`src/rtl/intr_ctrl.sv`:
```
// Interrupt controller: INTR synchronizer, pending latch and handshake FSM.
// Define INTR_EDGE_EN for edge-triggered PEND; the default is level-sensitive.
module intr_ctrl (
    input  logic CLK,
    input  logic RST_N,
    input  logic INTR,
    input  logic SEI,
    input  logic CLI,
    input  logic INTR_ACK,
    input  logic RETIE,
    output logic INTR_REQ,
    output logic I_FLG,
    output logic FLG_SHAD_LD,
    output logic FLG_LD_SEL,
    output logic FLG_C_LD,
    output logic FLG_Z_LD,
    output logic IN_ISR
);

    typedef enum logic [2:0] {
        IDLE,
        REQ,
        SAVE,
        SERVICE,
        RESTORE
    } state_t;

    state_t state;
    state_t state_nxt;

    logic intr_m;
    logic intr_s;
    logic pend;
    logic pend_nxt;
    logic i_flg_nxt;

    always_ff @(posedge CLK) begin
        if (!RST_N) begin
            intr_m <= 1'b0;
            intr_s <= 1'b0;
        end else begin
            intr_m <= INTR;
            intr_s <= intr_m;
        end
    end

`ifdef INTR_EDGE_EN
    logic intr_s_q;

    always_ff @(posedge CLK) begin
        if (!RST_N) begin
            intr_s_q <= 1'b0;
        end else begin
            intr_s_q <= intr_s;
        end
    end

    // a fresh rise beats the clear issued in SAVE
    always_comb begin
        pend_nxt = pend;
        if (intr_s && !intr_s_q) begin
            pend_nxt = 1'b1;
        end else if (state == SAVE) begin
            pend_nxt = 1'b0;
        end
    end
`else
    always_comb begin
        pend_nxt = intr_s;
    end
`endif

    always_comb begin
        i_flg_nxt = I_FLG;
        if (state == SAVE) begin
            i_flg_nxt = 1'b0;
        end else if (state == RESTORE) begin
            i_flg_nxt = 1'b1;
        end else if (CLI) begin
            i_flg_nxt = 1'b0;
        end else if (SEI) begin
            i_flg_nxt = 1'b1;
        end
    end

    always_ff @(posedge CLK) begin
        if (!RST_N) begin
            state <= IDLE;
            pend  <= 1'b0;
            I_FLG <= 1'b0;
        end else begin
            state <= state_nxt;
            pend  <= pend_nxt;
            I_FLG <= i_flg_nxt;
        end
    end

    always_comb begin
        state_nxt = state;
        unique case (state)
            IDLE: begin
                if (pend && I_FLG) begin
                    state_nxt = REQ;
                end
            end
            REQ: begin
                if (INTR_ACK) begin
                    state_nxt = SAVE;
                end else if (CLI) begin
                    state_nxt = IDLE;
                end
            end
            SAVE: begin
                state_nxt = SERVICE;
            end
            SERVICE: begin
                if (RETIE) begin
                    state_nxt = RESTORE;
                end
            end
            RESTORE: begin
                state_nxt = IDLE;
            end
            default: begin
                state_nxt = IDLE;
            end
        endcase
    end

    always_comb begin
        INTR_REQ    = 1'b0;
        FLG_SHAD_LD = 1'b0;
        FLG_LD_SEL  = 1'b0;
        FLG_C_LD    = 1'b0;
        FLG_Z_LD    = 1'b0;
        IN_ISR      = 1'b0;
        unique case (state)
            REQ: begin
                INTR_REQ = 1'b1;
            end
            SAVE: begin
                FLG_SHAD_LD = 1'b1;
            end
            SERVICE: begin
                IN_ISR = 1'b1;
            end
            RESTORE: begin
                FLG_LD_SEL = 1'b1;
                FLG_C_LD   = 1'b1;
                FLG_Z_LD   = 1'b1;
            end
            default: begin
            end
        endcase
    end

endmodule

```
`config.mk`:
```
export PLATFORM = sky130hd
export DESIGN_NAME = intr_ctrl
export DESIGN_NICKNAME = d
export VERILOG_FILES = /design/src/rtl/intr_ctrl.sv
export SDC_FILE = /design/constraint.sdc
export NUM_CORES = 1
export LEC_CHECK = 0
export CAP_MARGIN = 20
export CELL_PAD_IN_SITES_DETAIL_PLACEMENT = 0
export CELL_PAD_IN_SITES_GLOBAL_PLACEMENT = 1
export CORE_AREA = 2 2 39 41
export CTS_BUF_LIST = sky130_fd_sc_hd__clkbuf_4
export CTS_CLUSTER_DIAMETER = 30
export DETAILED_ROUTE_END_ITERATION = 8
export DIE_AREA = 0 0 41 43
export PLACE_DENSITY_LB_ADDON = 0.1
export RECOVER_POWER = 25
export SETUP_SLACK_MARGIN = 0.02
export SYNTH_ARGS = -nofsm -noshare
export SYNTH_HDL_FRONTEND = slang
export SYNTH_SLANG_ARGS = --single-unit
```
`constraint.sdc`:
```
create_clock -name CLK -period 2.8 [get_ports CLK]
set_input_delay 0.42 -clock CLK [delete_from_list [all_inputs] [get_ports CLK]]
set_output_delay 0.42 -clock CLK [all_outputs]
set_load 0.05 [all_outputs]
```
## Yosys cells after proc, flatten, opt, wreduce, memory -nomap -nowiden

Index checks and enable logic that the tools add are counted.

| word-level totals | value |
|---|---|
| flip-flop bits (word level) | 7 |
| input port bits | 7 |
| logic and storage cells | 30 |

| operators by class | value |
|---|---|
| equal/unequal tests | 7 |
| multiplexer cells | 12 |
| bitwise operators | 1 |
| reduce and logical (&&, ||, !) cells | 5 |

Operators by type and width:

| operator | number |
|---|---|
| two-way mux 3 bit | 4 |
| case mux 3 bit (4 select lines) | 1 |
| two-way mux 1 bit | 7 |
| == test 3 x 2 -> 1 bit (second input constant) | 2 |
| != test 2 bit (second input constant) | 2 |
| == test 3 x 1 -> 1 bit (second input constant) | 1 |
| == test 3 bit (second input constant) | 1 |
| zero test 3 bit | 1 |
| != test 3 bit (second input constant) | 1 |
| AND reduction 3 bit | 1 |
| nonzero test 3 bit | 1 |
| OR reduction 2 bit | 1 |
| logical AND 1 bit | 1 |
| NOT 1 bit | 1 |

## Depth between registers and ports, before layout

Gate-level depths: netlist of the first run.

| depth | value |
|---|---|
| depth in word-level cells | 3 |
| gate-level depth with buffers | 4 |
| mapped depth without buffers | 3 |

## Worst setup path before layout of the first run

OpenSTA, ideal clock, no wires.

| timing path | value |
|---|---|
| kind | flip-flop to output port |
| start point | reg state[0] |
| end point | out FLG_LD_SEL |
| data arrival time | 2.069 ns |
| path slack | 0.311 ns |
| stages on the path, launching flop included | 4 |
| buffers on the path | 2 |
| cell sequence | dfxtp_1 -> buf_6 -> nor3b_1 -> buf_4 |

| on the way | value |
|---|---|
| cells in the longest elaborated chain, start to end | 2 |

Ends and longest elaborated chain:

| element | RTL line | RTL |
|---|---|---|
| from (decl) | 28 | `state_t state;` |
| from (signal assigned) | 92 | `state <= state_nxt;` |
| == test 3 bit | -- |  |
| two-way mux 1 bit | -- |  |
| to (decl) | 14 | `output logic FLG_LD_SEL,` |

Every way passes these cells.

## Worst setup path after layout of the first run

| timing path | value |
|---|---|
| start point | reg state[1] |
| end point | out FLG_C_LD |

| on the way | value |
|---|---|
| cells in the longest elaborated chain, start to end | 2 |

Ends and longest elaborated chain:

| element | RTL line | RTL |
|---|---|---|
| == test 3 bit | 137 | `unique case (state)` |
| two-way mux 1 bit | 137 |  |
| to (decl) | 15 | `output logic FLG_C_LD,` |

Every way passes these cells.

==> impl_metrics.json, run 1 <==
{
  "diodes": 0,
  "whs_ns": 0.4362,
  "critical_path.max_fanout": 10,
  "drc": 0,
  "dr.pass1.iters": 2,
  "antenna_left": 0,
  "num_rows": 14,
  "cts_resized": 0,
  "syn_avg_cell_area_um2": 9.724,
  "arrival_ns": 1.91,
  "tns_ns": 0,
  "grt_max_degree": 11,
  "power_frac_comb": 0.109,
  "detail_route.vias_per_cell": 4.500,
  "htreeDepth": 1,
  "drv_slew": 0,
  "rsz0062_at_grt": "false",
  "layout_setup_ws_ns": 0.4733,
  "syn_inst": 35,
  "routedWlPerCell_um": 10.56,
  "fin_total_pwr_mw": 0.2318,
  "status": "complete, no violations",
  "hold_end": "intr_s",
  "setup_viol": 0,
  "grt-ovfl-total": 0,
  "wl_met2_um": 318,
  "synthArstFlopShare": 0,
  "place_area_um2": 452.9,
  "die_w_um": 41,
  "cp.buffers_inverters": 1,
  "routabilityCongestion": 0.6851,
  "clock_power_share": 0.438,
  "die-area_mm2": 0.001763,
  "end_kind": "output pin",
  "die_h_um": 43,
  "drive_gt1_frac": 0.1667,
  "reg2regPathDepth": 3,
  "finalHoldViolCount": 0,
  "synth-seq-cells": 7,
  "synth_nets": 42,
  "cts_buffers": 3,
  "p_int_mw": 0.1803,
  "path_cells": "nor3b_1 > clkdlybuf4s50_1",
  "hold_class": "flip-flop to flip-flop",
  "portBuffers": 13,
  "yosys_most_used_dff": "dfxtp_1",
  "required_ns": 2.38,
  "grt_use_total": 0.09668,
  "cts_tree": "built",
  "grt_pass1_wl_mm": 1.062,
  "power_frac_seq": 0.453,
  "start_util": 0.2459,
  "cts_root_buffer": "clkbuf_4",
  "cts_setup_buffers": 0,
  "synth_cell_types": 18,
  "cp_slowest_cell": "clkdlybuf4s50_1",
  "design_area_um2": 483.0,
  "reg2reg_slack_ns": 1.81,
  "skew_ns": 0.001457,
  "pin_count": 14,
  "ys_seq_area_frac": 0.4118,
  "place_ws_ns": 0.7351,
  "reg2reg_from": "state[0]",
  "synth_warnings": 0,
  "clockBufferDepth": 2,
  "whs_path_depth": 1,
  "cts_sinks": 7,
  "layout-area-overhead-vs-synth_pct": 41.91,
  "antenna_found_initial": 0,
  "switching_power_mw": 0.05146,
  "route.met3.wl_um": 48,
  "hold_buffers": 0,
  "cap_violations": 0,
  "fmax_ghz": 0.4298,
  "period_share": 0.8309,
  "grt_pass1_vias": 278,
  "max-slew-margin-rel": 0.6600,
  "dr_total_vias": 288,
  "synthesis.area_um2": 340.3,
  "cp_top_family": "buffers and inverters",
  "rr_endpoint": "I_FLG",
  "crit_start": "state[1]",
  "power.density_mw_per_mm2": 479.9,
  "synth-edff-count": 0,
  "layout.nets": 56,
  "insertion_delay_ns": 0.25,
  "wl_um": 676,
  "critPathKind": "flip-flop to output pin",
  "drt_iter0_drc": 3,
  "start_kind": "flip-flop",
  "coreArea_mm2": 0.001384,
  "met1Wirelength_um": 305,
  "switching_share": 0.2220,
  "max_stage_delay_ns": 0.89,
  "top_layer_used": "met4",
  "min-delay-start": "intr_m",
  "p_leak_nw": 0.1778,
  "tightest_slew_ns": 0.5085,
  "period_minus_slack_ns": 2.327,
  "vdd_drop_max_v": 0.0001697,
  "path_clk_slew_ns": 0.05
}
-- synthesized netlist by cell type, types with 2 or more instances --
cell,instances,area share
nand2_1,4,0.044
dfxtp_1,7,0.41
nor3b_1,2,0.044
and2_1,3,0.055
a211oi_1,2,0.044
nor2_1,3,0.033
buf_4,2,0.044
buf_6,2,0.066
-- final cells by class --
type                            count  area [um^2]
Sequential cell                     7        140.1
Timing Repair Buffer               13        130.1
Fill cell                         152        900.9
Tap cell                           16        20.02
Multi-Input combinational cell     24        162.7
Clock buffer                        4        30.03
-- layer usage --
metal / vias up / track usage
met5: - / 0
met4: 0 / 0.08000
met3: 2 / 0.04712
met2: 9 / 0.1375
met1: 135 / 0.1006
li1: 142 / -
-- through the flow --
stage	std cells	utilization
after floorplan	35	-
after detailed placement	60	0.3273
final	64	0.3490
after global routing	64	0.3490
after CTS	64	0.3490
after global placement	60	0.3273
-- sequential cells by signal, summed over array words and instances (netlist names) --
signal	flops
pend	1
intr_m	1
state	3
intr_s	1
I_FLG	1
-- worst reg2reg max path: stages (launching register included) --
cell and delay (ns):
dfxtp_1 0.47, nand2b_4 0.20, nand2_2 0.05, o32ai_2 0.18
-- power by group through the flow --
stage | combinational [mW] | sequential [mW] | clock [mW]
3_3_place_gp | 0.0257 | 0.107 | 0
4_1_cts | 0.0260 | 0.105 | 0.105
2_1_floorplan | 0.0112 | 0.108 | 0
3_5_place_dp | 0.0258 | 0.107 | 0
6_report | 0.0252 | 0.105 | 0.101
5_1_grt | 0.0271 | 0.106 | 0.114
-- cell usage in the layout, fill, tap and decap left out, types with 2 or more instances in the layout --
cell	netlist	routed
dfxtp_1	7	7
and2_0	0	2
a211oi_1	2	2
clkdlybuf4s50_1	0	12
clkbuf_4	0	4
nor2_1	3	3
nor3b_1	2	2
nand2_1	4	4
-- logic make-up (layout without fill, tap and decap cells) --
| logic type | Yosys count | after routing | synth area share |
|---|---|---|---|
| compound gates | 6 | 6 | 0.1470 |
| simple gates | 18 | 18 | 0.3309 |
| flops | 7 | 7 | 0.4118 |
| buf+inv | 4 | 17 | 0.1103 |
-- worst max-delay path by stage --
stage,cells past startpoint,slack [ns],endpoint
2_1_floorplan,3,0.31,FLG_LD_SEL
3_3_place_gp,2,0.80,FLG_C_LD
3_5_place_dp,2,0.74,FLG_C_LD
4_1_cts,2,0.44,FLG_C_LD
5_1_grt,2,0.36,FLG_C_LD
6_report,2,0.47,FLG_C_LD
Note: power is estimated with default switching activity, not from simulation.
==> run 2: changes to the inputs <==
clock period = 2.2 ns   (was 2.8 ns; I/O delays follow)
==> run 2 against run 1 <==
Net effect:
- global-route usage up 1.1 points
- clock power up 27%
- count of clock-buffer cells in the layout unchanged
- design area increased by 2.1%
- wire length grew 5.0%
- combinational power rose by 27%
- register-to-register slack got worse by 0.63 ns
- critical endpoint is now I_FLG
- setup slack worse by 0.033 ns
- final cell count is the same
- die area stayed put
- largest cell class unchanged
==> impl_metrics.json, run 2 (synthesized netlist as in run 1, its figures left out) <==
{
  "grt_max_degree": 11,
  "dp_cells": 60,
  "dr_total_vias": 289,
  "wl_um": 710,
  "diodes": 0,
  "tightest_slew_ns": 0.4994,
  "cts_buffers": 3,
  "layout-area-overhead-vs-synth_pct": 44.85,
  "final_cell_mix": "dfxtp_1 (7), clkdlybuf4s50_1 (6), nand2_1 (4), clkbuf_4 (4), dlymetal6s2s_1 (4)",
  "grt_use_met2": 0.1375,
  "fmax_ghz": 0.5683,
  "grt_use_total": 0.1076,
  "power.density_mw_per_mm2": 597.2,
  "insertion_delay_ns": 0.25,
  "required_ns": 1.87,
  "cap_violations": 0,
  "vdd_drop_max_v": 0.0002188,
  "critical_path.max_fanout": 3,
  "coreArea_mm2": 0.001384,
  "num_rows": 14,
  "end_kind": "output pin",
  "drc": 0,
  "largest_register": "state",
  "start_kind": "flip-flop",
  "tns_ns": 0,
  "grt-ovfl-total": 0,
  "grt_use_met1": 0.1133,
  "grt_pass1_wl_mm": 1.131,
  "drv_slew": 0,
  "cts_sinks": 7,
  "grt_pass1_vias": 262,
  "setup_viol": 0,
  "pin_count": 14,
  "p_leak_nw": 0.2623,
  "instances_no_fill": 64,
  "layout_setup_ws_ns": 0.4402,
  "die-area_mm2": 0.001763,
  "rsz0062_at_grt": "false",
  "cts_root_buffer": "clkbuf_4",
  "antenna_found_initial": 0,
  "fillers": 149,
  "place_ws_ns": 0.3492,
  "detail_route.vias_per_cell": 4.516,
  "routabilityCongestion": 0.6660,
  "cp_top_family": "buffers and inverters",
  "period_share": 0.7999,
  "place_area_um2": 452.9,
  "design_area_um2": 493.0,
  "layout_commonest_cell": "dfxtp_1",
  "hold_buffers": 0,
  "max_stage_delay_ns": 0.82,
  "drt_iter0_drc": 1,
  "cp.buffers_inverters": 1,
  "layout.nets": 56,
  "busiest_layer": "met2",
  "max-slew-margin-rel": 0.6665,
  "largest_reg_flops": 3,
  "status": "complete, no violations",
  "die_h_um": 43,
  "die_w_um": 41,
  "path_clk_slew_ns": 0.05,
  "cts_tree": "built",
  "drive_gt1_frac": 0.2292,
  "cp_slowest_cell": "clkdlybuf4s50_1",
  "finalHoldViolCount": 0,
  "critPathKind": "flip-flop to output pin",
  "routedWlPerCell_um": 11.09,
  "use_met3": 0.08377,
  "dp_hpwl_um": 538.9,
  "hold_class": "flip-flop to flip-flop",
  "dr.pass1.iters": 2,
  "skew_ns": 0.003443,
  "path_cells": "clkdlybuf4s50_1",
  "period_minus_slack_ns": 1.760,
  "clockBufferDepth": 2,
  "start_util": 0.2459,
  "portBuffers": 13,
  "htreeDepth": 1,
  "whs_ns": 0.4366,
  "arrival_ns": 1.43,
  "antenna_left": 0
}
==> run 2: cell count changes in the layout (fill, tap and decap cells not counted), sizes merged <==
cell / delta
dlymetal6s2s: +4
buf: +2
clkdlybuf4s50: -6
==> run 2: routing by layer <==
layer  share of wire  wire length [um]
met5               0                 0
met2            0.50               354
met3           0.092                65
met4               0                 0
met1            0.41               291
==> run 2: stage by stage <==
| stage | power (mW) | util |
|---|---|---|
| 2_1_floorplan | 0.1524 | - |
| 3_3_place_gp | 0.1688 | 0.3273 |
| 3_5_place_dp | 0.1694 | 0.3273 |
| 4_1_cts | 0.3021 | 0.3490 |
| 5_1_grt | 0.3180 | 0.3562 |
| 6_report | 0.2944 | 0.3562 |
==> run 2: worst register-to-register path: cells and delay by family, from the launching register on <==
kind	cells	cell delay [ns]
AO/OA/AOI/OAI	1	0.19
flip-flops	1	0.48
AND/OR/NAND/NOR	2	0.26
==> run 2: area by class of cell <==
cell class | count | area (um^2) | share of cell area
Multi-Input combinational cell | 24 | 167.7 | 0.3401
Sequential cell | 7 | 140.1 | 0.2843
Clock buffer | 4 | 30.03 | 0.06091
Timing Repair Buffer | 13 | 135.1 | 0.2741
Tap cell | 16 | 20.02 | 0.04061
==> run 2: worst paths after layout <==
kind,startpoint,to,slack [ns],cells past startpoint
worst max register to register,state[0],I_FLG,1.18,3
worst min-delay path,intr_s,pend,0.44,1
worst max-delay path,I_FLG,I_FLG,0.44,1
worst min register to register,intr_s,pend,0.44,1
==> run 2: repair_timing <==
| item | CTS | global route |
|---|---|---|
| setup buffers | 0 | 0 |
| endpoints found under the hold margin | 0 | 0 |
| endpoints found under the setup margin | 0 | 4 |
| resized for setup | 0 | 4 |
==> run 2: where the power goes <==
group          total, mW  internal (mW)  leakage, nW  switching, mW
Clock              0.128         0.0815       0.0184         0.0469
Combinational     0.0320         0.0171        0.187         0.0149
Sequential         0.134          0.131       0.0571        0.00317
Total              0.294          0.229        0.262         0.0650
